[src/rtl/id_ex_stage.sv]
// id_ex_stage: ID/EX pipeline register with bubble insertion and EX operand forwarding muxes
module id_ex_stage #(
    parameter int XLEN     = 32,
    parameter int ALU_OP_W = 4
) (
    input  logic                clk,
    input  logic                rst,
    input  logic                mem_stall,
    input  logic                flush,
    input  logic                load_use_nop,
    input  logic                id_valid,
    input  logic [XLEN-1:0]     id_pc,
    input  logic [XLEN-1:0]     id_rs1_data,
    input  logic [XLEN-1:0]     id_rs2_data,
    input  logic [XLEN-1:0]     id_imm,
    input  logic [4:0]          id_rs1,
    input  logic [4:0]          id_rs2,
    input  logic [4:0]          id_rd,
    input  logic [ALU_OP_W-1:0] id_alu_op,
    input  logic                id_alu_src,
    input  logic                id_pc_src,
    input  logic                id_reg_write,
    input  logic                id_mem_read,
    input  logic                id_mem_write,
    input  logic                id_mem_to_reg,
    input  logic                id_branch,
    input  logic                id_jump,
    input  logic                mem_wb_reg_write,
    input  logic [4:0]          mem_wb_rd,
    input  logic [XLEN-1:0]     mem_wb_write_data,
    input  logic [XLEN-1:0]     ex_mem_alu_result,
    input  logic [1:0]          fwd_a,
    input  logic [1:0]          fwd_b,
    output logic                ex_valid,
    output logic                ex_reg_write,
    output logic                ex_mem_read,
    output logic                ex_mem_write,
    output logic                ex_mem_to_reg,
    output logic                ex_branch,
    output logic                ex_jump,
    output logic [XLEN-1:0]     ex_pc,
    output logic [XLEN-1:0]     ex_imm,
    output logic [4:0]          ex_rs1,
    output logic [4:0]          ex_rs2,
    output logic [4:0]          ex_rd,
    output logic [ALU_OP_W-1:0] ex_alu_op,
    output logic [XLEN-1:0]     ex_op_a,
    output logic [XLEN-1:0]     ex_op_b,
    output logic [XLEN-1:0]     ex_store_data,
    output logic [15:0]         bubble_cnt,
    output logic [15:0]         flush_cnt
);
    typedef struct packed {
        logic                valid;
        logic                reg_write;
        logic                mem_read;
        logic                mem_write;
        logic                mem_to_reg;
        logic                branch;
        logic                jump;
        logic                pc_src;
        logic                alu_src;
        logic [XLEN-1:0]     pc;
        logic [XLEN-1:0]     imm;
        logic [XLEN-1:0]     rs1_data;
        logic [XLEN-1:0]     rs2_data;
        logic [4:0]          rs1;
        logic [4:0]          rs2;
        logic [4:0]          rd;
        logic [ALU_OP_W-1:0] alu_op;
    } ex_t;

    ex_t             q, d;
    logic [XLEN-1:0] fwd_rs1, fwd_rs2;
    logic            wb_hit1, wb_hit2;

    // WB writes the register file in the same cycle ID reads it, so take the WB value directly
    assign wb_hit1 = mem_wb_reg_write && mem_wb_rd != 5'd0 && mem_wb_rd == id_rs1;
    assign wb_hit2 = mem_wb_reg_write && mem_wb_rd != 5'd0 && mem_wb_rd == id_rs2;

    // Next pipeline contents when loading from ID
    always_comb begin
        d = '{valid: id_valid, reg_write: id_reg_write, mem_read: id_mem_read,
              mem_write: id_mem_write, mem_to_reg: id_mem_to_reg, branch: id_branch,
              jump: id_jump, pc_src: id_pc_src, alu_src: id_alu_src, pc: id_pc,
              imm: id_imm, rs1_data: wb_hit1 ? mem_wb_write_data : id_rs1_data,
              rs2_data: wb_hit2 ? mem_wb_write_data : id_rs2_data, rs1: id_rs1,
              rs2: id_rs2, rd: id_rd, alu_op: id_alu_op};
    end

    // Pipeline register: stall holds, flush or load-use NOP inserts an all-zero bubble
    always_ff @(posedge clk or posedge rst) begin
        if (rst)
            q <= '0;
        else if (!mem_stall)
            q <= (flush || load_use_nop) ? '0 : d;
    end

    // Saturating event counters; a combined flush+nop counts only as a flush
    always_ff @(posedge clk or posedge rst) begin
        if (rst) begin
            bubble_cnt <= '0;
            flush_cnt  <= '0;
        end else if (!mem_stall) begin
            if (flush && flush_cnt != 16'hFFFF)
                flush_cnt <= flush_cnt + 16'd1;
            if (!flush && load_use_nop && bubble_cnt != 16'hFFFF)
                bubble_cnt <= bubble_cnt + 16'd1;
        end
    end

    assign ex_valid      = q.valid;
    assign ex_reg_write  = q.reg_write;
    assign ex_mem_read   = q.mem_read;
    assign ex_mem_write  = q.mem_write;
    assign ex_mem_to_reg = q.mem_to_reg;
    assign ex_branch     = q.branch;
    assign ex_jump       = q.jump;
    assign ex_pc         = q.pc;
    assign ex_imm        = q.imm;
    assign ex_rs1        = q.rs1;
    assign ex_rs2        = q.rs2;
    assign ex_rd         = q.rd;
    assign ex_alu_op     = q.alu_op;

    assign fwd_rs1 = fwd_a == 2'b10 ? ex_mem_alu_result : fwd_a == 2'b01 ? mem_wb_write_data : q.rs1_data;
    assign fwd_rs2 = fwd_b == 2'b10 ? ex_mem_alu_result : fwd_b == 2'b01 ? mem_wb_write_data : q.rs2_data;

    assign ex_op_a       = q.pc_src ? q.pc : fwd_rs1;
    assign ex_op_b       = q.alu_src ? q.imm : fwd_rs2;
    assign ex_store_data = fwd_rs2;
endmodule

[config.mk]
export PLATFORM = sky130hd
export DESIGN_NAME = id_ex_stage
export DESIGN_NICKNAME = d
export VERILOG_FILES = /design/src/rtl/id_ex_stage.sv
export SDC_FILE = /design/constraint.sdc
export NUM_CORES = 1
export LEC_CHECK = 0
export ABC_AREA = 1
export CAP_MARGIN = 25
export CELL_PAD_IN_SITES_DETAIL_PLACEMENT = 2
export CELL_PAD_IN_SITES_GLOBAL_PLACEMENT = 2
export CORE_ASPECT_RATIO = 0.75
export CORE_MARGIN = 1
export CORE_UTILIZATION = 23
export DETAILED_ROUTE_END_ITERATION = 16
export GPL_TIMING_DRIVEN = 1
export PLACE_DENSITY = 0.78
export SLEW_MARGIN = 5
export SYNTH_ARGS = -nofsm -noshare
export SYNTH_HDL_FRONTEND = slang
export SYNTH_SLANG_ARGS = --single-unit
[constraint.sdc]
create_clock -name clk -period 9.4 [get_ports clk]
set_clock_uncertainty 0.15 [all_clocks]
set_input_delay 2.82 -clock clk [delete_from_list [all_inputs] [get_ports clk]]
set_output_delay 2.82 -clock clk [all_outputs]
set_load 0.01 [all_outputs]
==> results.md <==
- Outcome: finished, final reports clean
- Critical path class: in -> out
- Area growth from synthesis to layout: 46.2%
- Die area: slightly above 0.05 mm2
- Worst Path Max Fanout: 22
- Cells after Synth: approximately 1600
- CTS Buffer Depth: 2
- Distinct cells, synth: 29
- Die H: approximately 200 um
- Skew-Pair Late Insertion Delay: around 460 ps
- Worst VDD drop: between 0.1 and 0.15 mV
- Number of global-route vias before repair: 13700
- Worst-Margin Slew: ~960 ps
- Number of setup buffers added after CTS: 0
- Clock slew at reported path FFs: 70 ps
- Uppermost routed layer: met5
- WP data arrival: roughly 5300 ps
- FILL cells: between 5000 and 6000
- DRC viols: 0
- H-tree depth: 4
- Metal2 WL: approximately 27000 um
- Synthesis Warnings: 0
- Clock share of power: between 30% and 40%
- Footprint of the multi-input gates: 0.00489 mm2
- Fmax: ~120 MHz
- Power density over cell area: between 100 and 150 mW/mm2
- Rows: 70
- Post-Syn Area: 0.0114 mm2
- Die width: 259 um
- Final Setup Violations: 0
- Hold Path Class: reg -> reg
- Nets: between 2000 and 2500
- Buffers on Ports: roughly 450
- Critical path capture point type: output pin
- CTS tree: done
- Syn Area/Cell: 7.15 um2
- Antenna violations before repair: 10
- Largest net degree at the start of global routing: ~120
- Fin Hold WS: between 300 and 400 ps
- CP peak stage delay: about 580 ps
- HPWL Detailed: roughly 40000 um
- Part of the Yosys area used for sequential elements: between 40% and 50%
- Post_cts resized: 0
- CTS Buf Count: 17
- Initial Utilization: between 20% and 30%
- Biggest register: q
- Reg power frac: a little under two fifths
- Max-cap violation count: 0
- Largest register FFs: 66
- RSZ-0062 raised after global routing: false
- Worst setup SP type: input pin
- Routed len/inst: between 20 and 25 um
- Layout cells sized above 1: about 4%
- Internal Power: about 0.0016 W
- Crit path max-delay family: buffers and inverters
- Mapped Nets: between 1500 and 2000
- Critical Path RT: 6430 ps
- Combinational power share: between 20% and 30%
- Worst path cell trace: clkdlybuf4s50_1, inv_1, nand2_2, nand2_1, inv_1, buf_4, nand2_1, o221ai_1, nand2_1, o21ai_0, clkdlybuf4s50_1
- Ports: roughly 450
- Sw Ratio: between 30 and 40%
- Register area: 0.00471 mm2
- Sw Pwr: just under 0.0008 W
- Routed vias: ~12000
- Met3 WL post-DR: around 3000 um
- Post-route ant nets: 0
- Core ar.: around 0.049 mm2
- Post-Route WL: around 56000 um
- Period utilization: between 80% and 90%
- Yosys reg bits: approximately 190
- Global route overflow: 0
- Number of hold buffers added after cts: 0
- Tot GR Track Use: 22.2%
- Pre-antenna DRT Iters: 5
- CTS root buf: clkbuf_16
- WP buf/inv: 5
- TNS Setup: 0 ps
- Fin crit period: 8250 ps
- Final hold viol count: 0
- Via density: between 4 and 5
- Sink Count: approximately 190
- Starting DRC count in detailed routing: between 400 and 500
- Post-route met1 wirelength: around 25000 um
- Global-route wire length before repair: approximately 85000 um
- Slew HR: 36.1%
- Final Wtd Congestion: approximately 0.85
- Max-slew violation count: 0
- Most used cell, CP: nand2_1
- Leakage: roughly 7.5 nW
- Slowest CP cell: clkdlybuf4s50_1
## metal layers
| layer | GRT usage (%) | vias up |
|---|---|---|
| li1 | - | 5659 |
| met4 | 6.69 | 10 |
| met2 | 37.3 | 308 |
| met3 | 5.54 | 72 |
| met5 | 0 | - |
| met1 | 27.8 | 6202 |
## tightest hold or removal path, stage by stage (launching register included)
cell and delay (ps):
dfrtp_1 350, nand2_1 50, nand2_1 50
## stage by stage
step	util, %	cell area, um2	total power [W]	std cells	setup slack [ps]
3_3_place_gp	32.5	15900	0.00161	2530	1190
4_1_cts	33.8	16500	0.00246	2562	1130
3_5_place_dp	32.5	15900	0.00163	2530	1140
5_1_grt	34.1	16700	0.00256	2572	968
2_1_floorplan	-	11400	0.00123	1596	1320
6_report	34.2	16700	0.00243	2573	1150
## power groups by stage
| stage | logic (W) | registers, W | clock network [W] |
|---|---|---|---|
| after floorplan | 0.000294 | 0.000939 | 0 |
| after global placement | 0.000669 | 0.000940 | 0 |
| after detailed placement | 0.000686 | 0.000946 | 0 |
| after CTS | 0.000690 | 0.000931 | 0.000843 |
| after global routing | 0.000751 | 0.000940 | 0.000869 |
| final | 0.000691 | 0.000930 | 0.000813 |
## worst paths after layout
path,cells past startpoint,start,endpoint,slack (ps)
max in group asynchronous,5,rst,q[57],5010
hold / removal,2,q[42],q[42],340
setup reg to reg,7,bubble_cnt[0],bubble_cnt[12],6780
setup / recovery,11,fwd_b[1],ex_op_b[20],1150
min in group asynchronous,2,rst,ex_imm[28],2650
hold reg to reg,2,q[42],q[42],340
## layout by cell type, fill, tap and decap left out, drive strengths merged
cell and n:
nand2 483, clkdlybuf4s50 451, inv 228, dfrtp 188
o21ai 176, nand3 77, nand4 71, a21oi 64
o221ai 31, nor2 25, buf 23, a22o 20
clkbuf 19, xor2 18, xnor2 13, nor3 12
clkinv 7, diode 5, nand3b 5, bufinv 3
nor3b 2, ha 2, or2 1, o22ai 1
## cells in the mapped netlist (all sizes together)
cell	instances	area, um2
a21oi	64	320
a22o	20	175
buf	104	733
clkbuf	78	293
dfrtp	188	4700
ha	2	25.0
inv	225	847
nand2	483	1820
nand3	77	390
nand3b	5	37.5
nand4	71	444
nor2	25	93.8
nor3	12	71.3
nor3b	2	15.0
o21ai	176	892
o221ai	31	272
o22ai	1	6.26
or2	1	6.26
xnor2	13	114
xor2	18	158
## kinds of logic after synthesis
group	share of synthesized area (%)
xor gates and xnor gates	2.38
DFF	41.2
AOI/OAI and AO/OA	14.6
buffers and inverters	16.4
adders and majority gates	0.219
and+or+nand+nor	25.2
## area by class of cell
type | count | area share (%)
Inverter | 225 | 5.15
Clock inverter | 13 | 0.975
Sequential cell | 188 | 28.2
Antenna cell | 5 | 0.0750
Multi-Input combinational cell | 1001 | 29.3
Clock buffer | 19 | 2.71
Timing Repair Buffer | 474 | 28.8
Tap cell | 648 | 4.86
No activity file was read; power rests on OpenSTA's default activity.
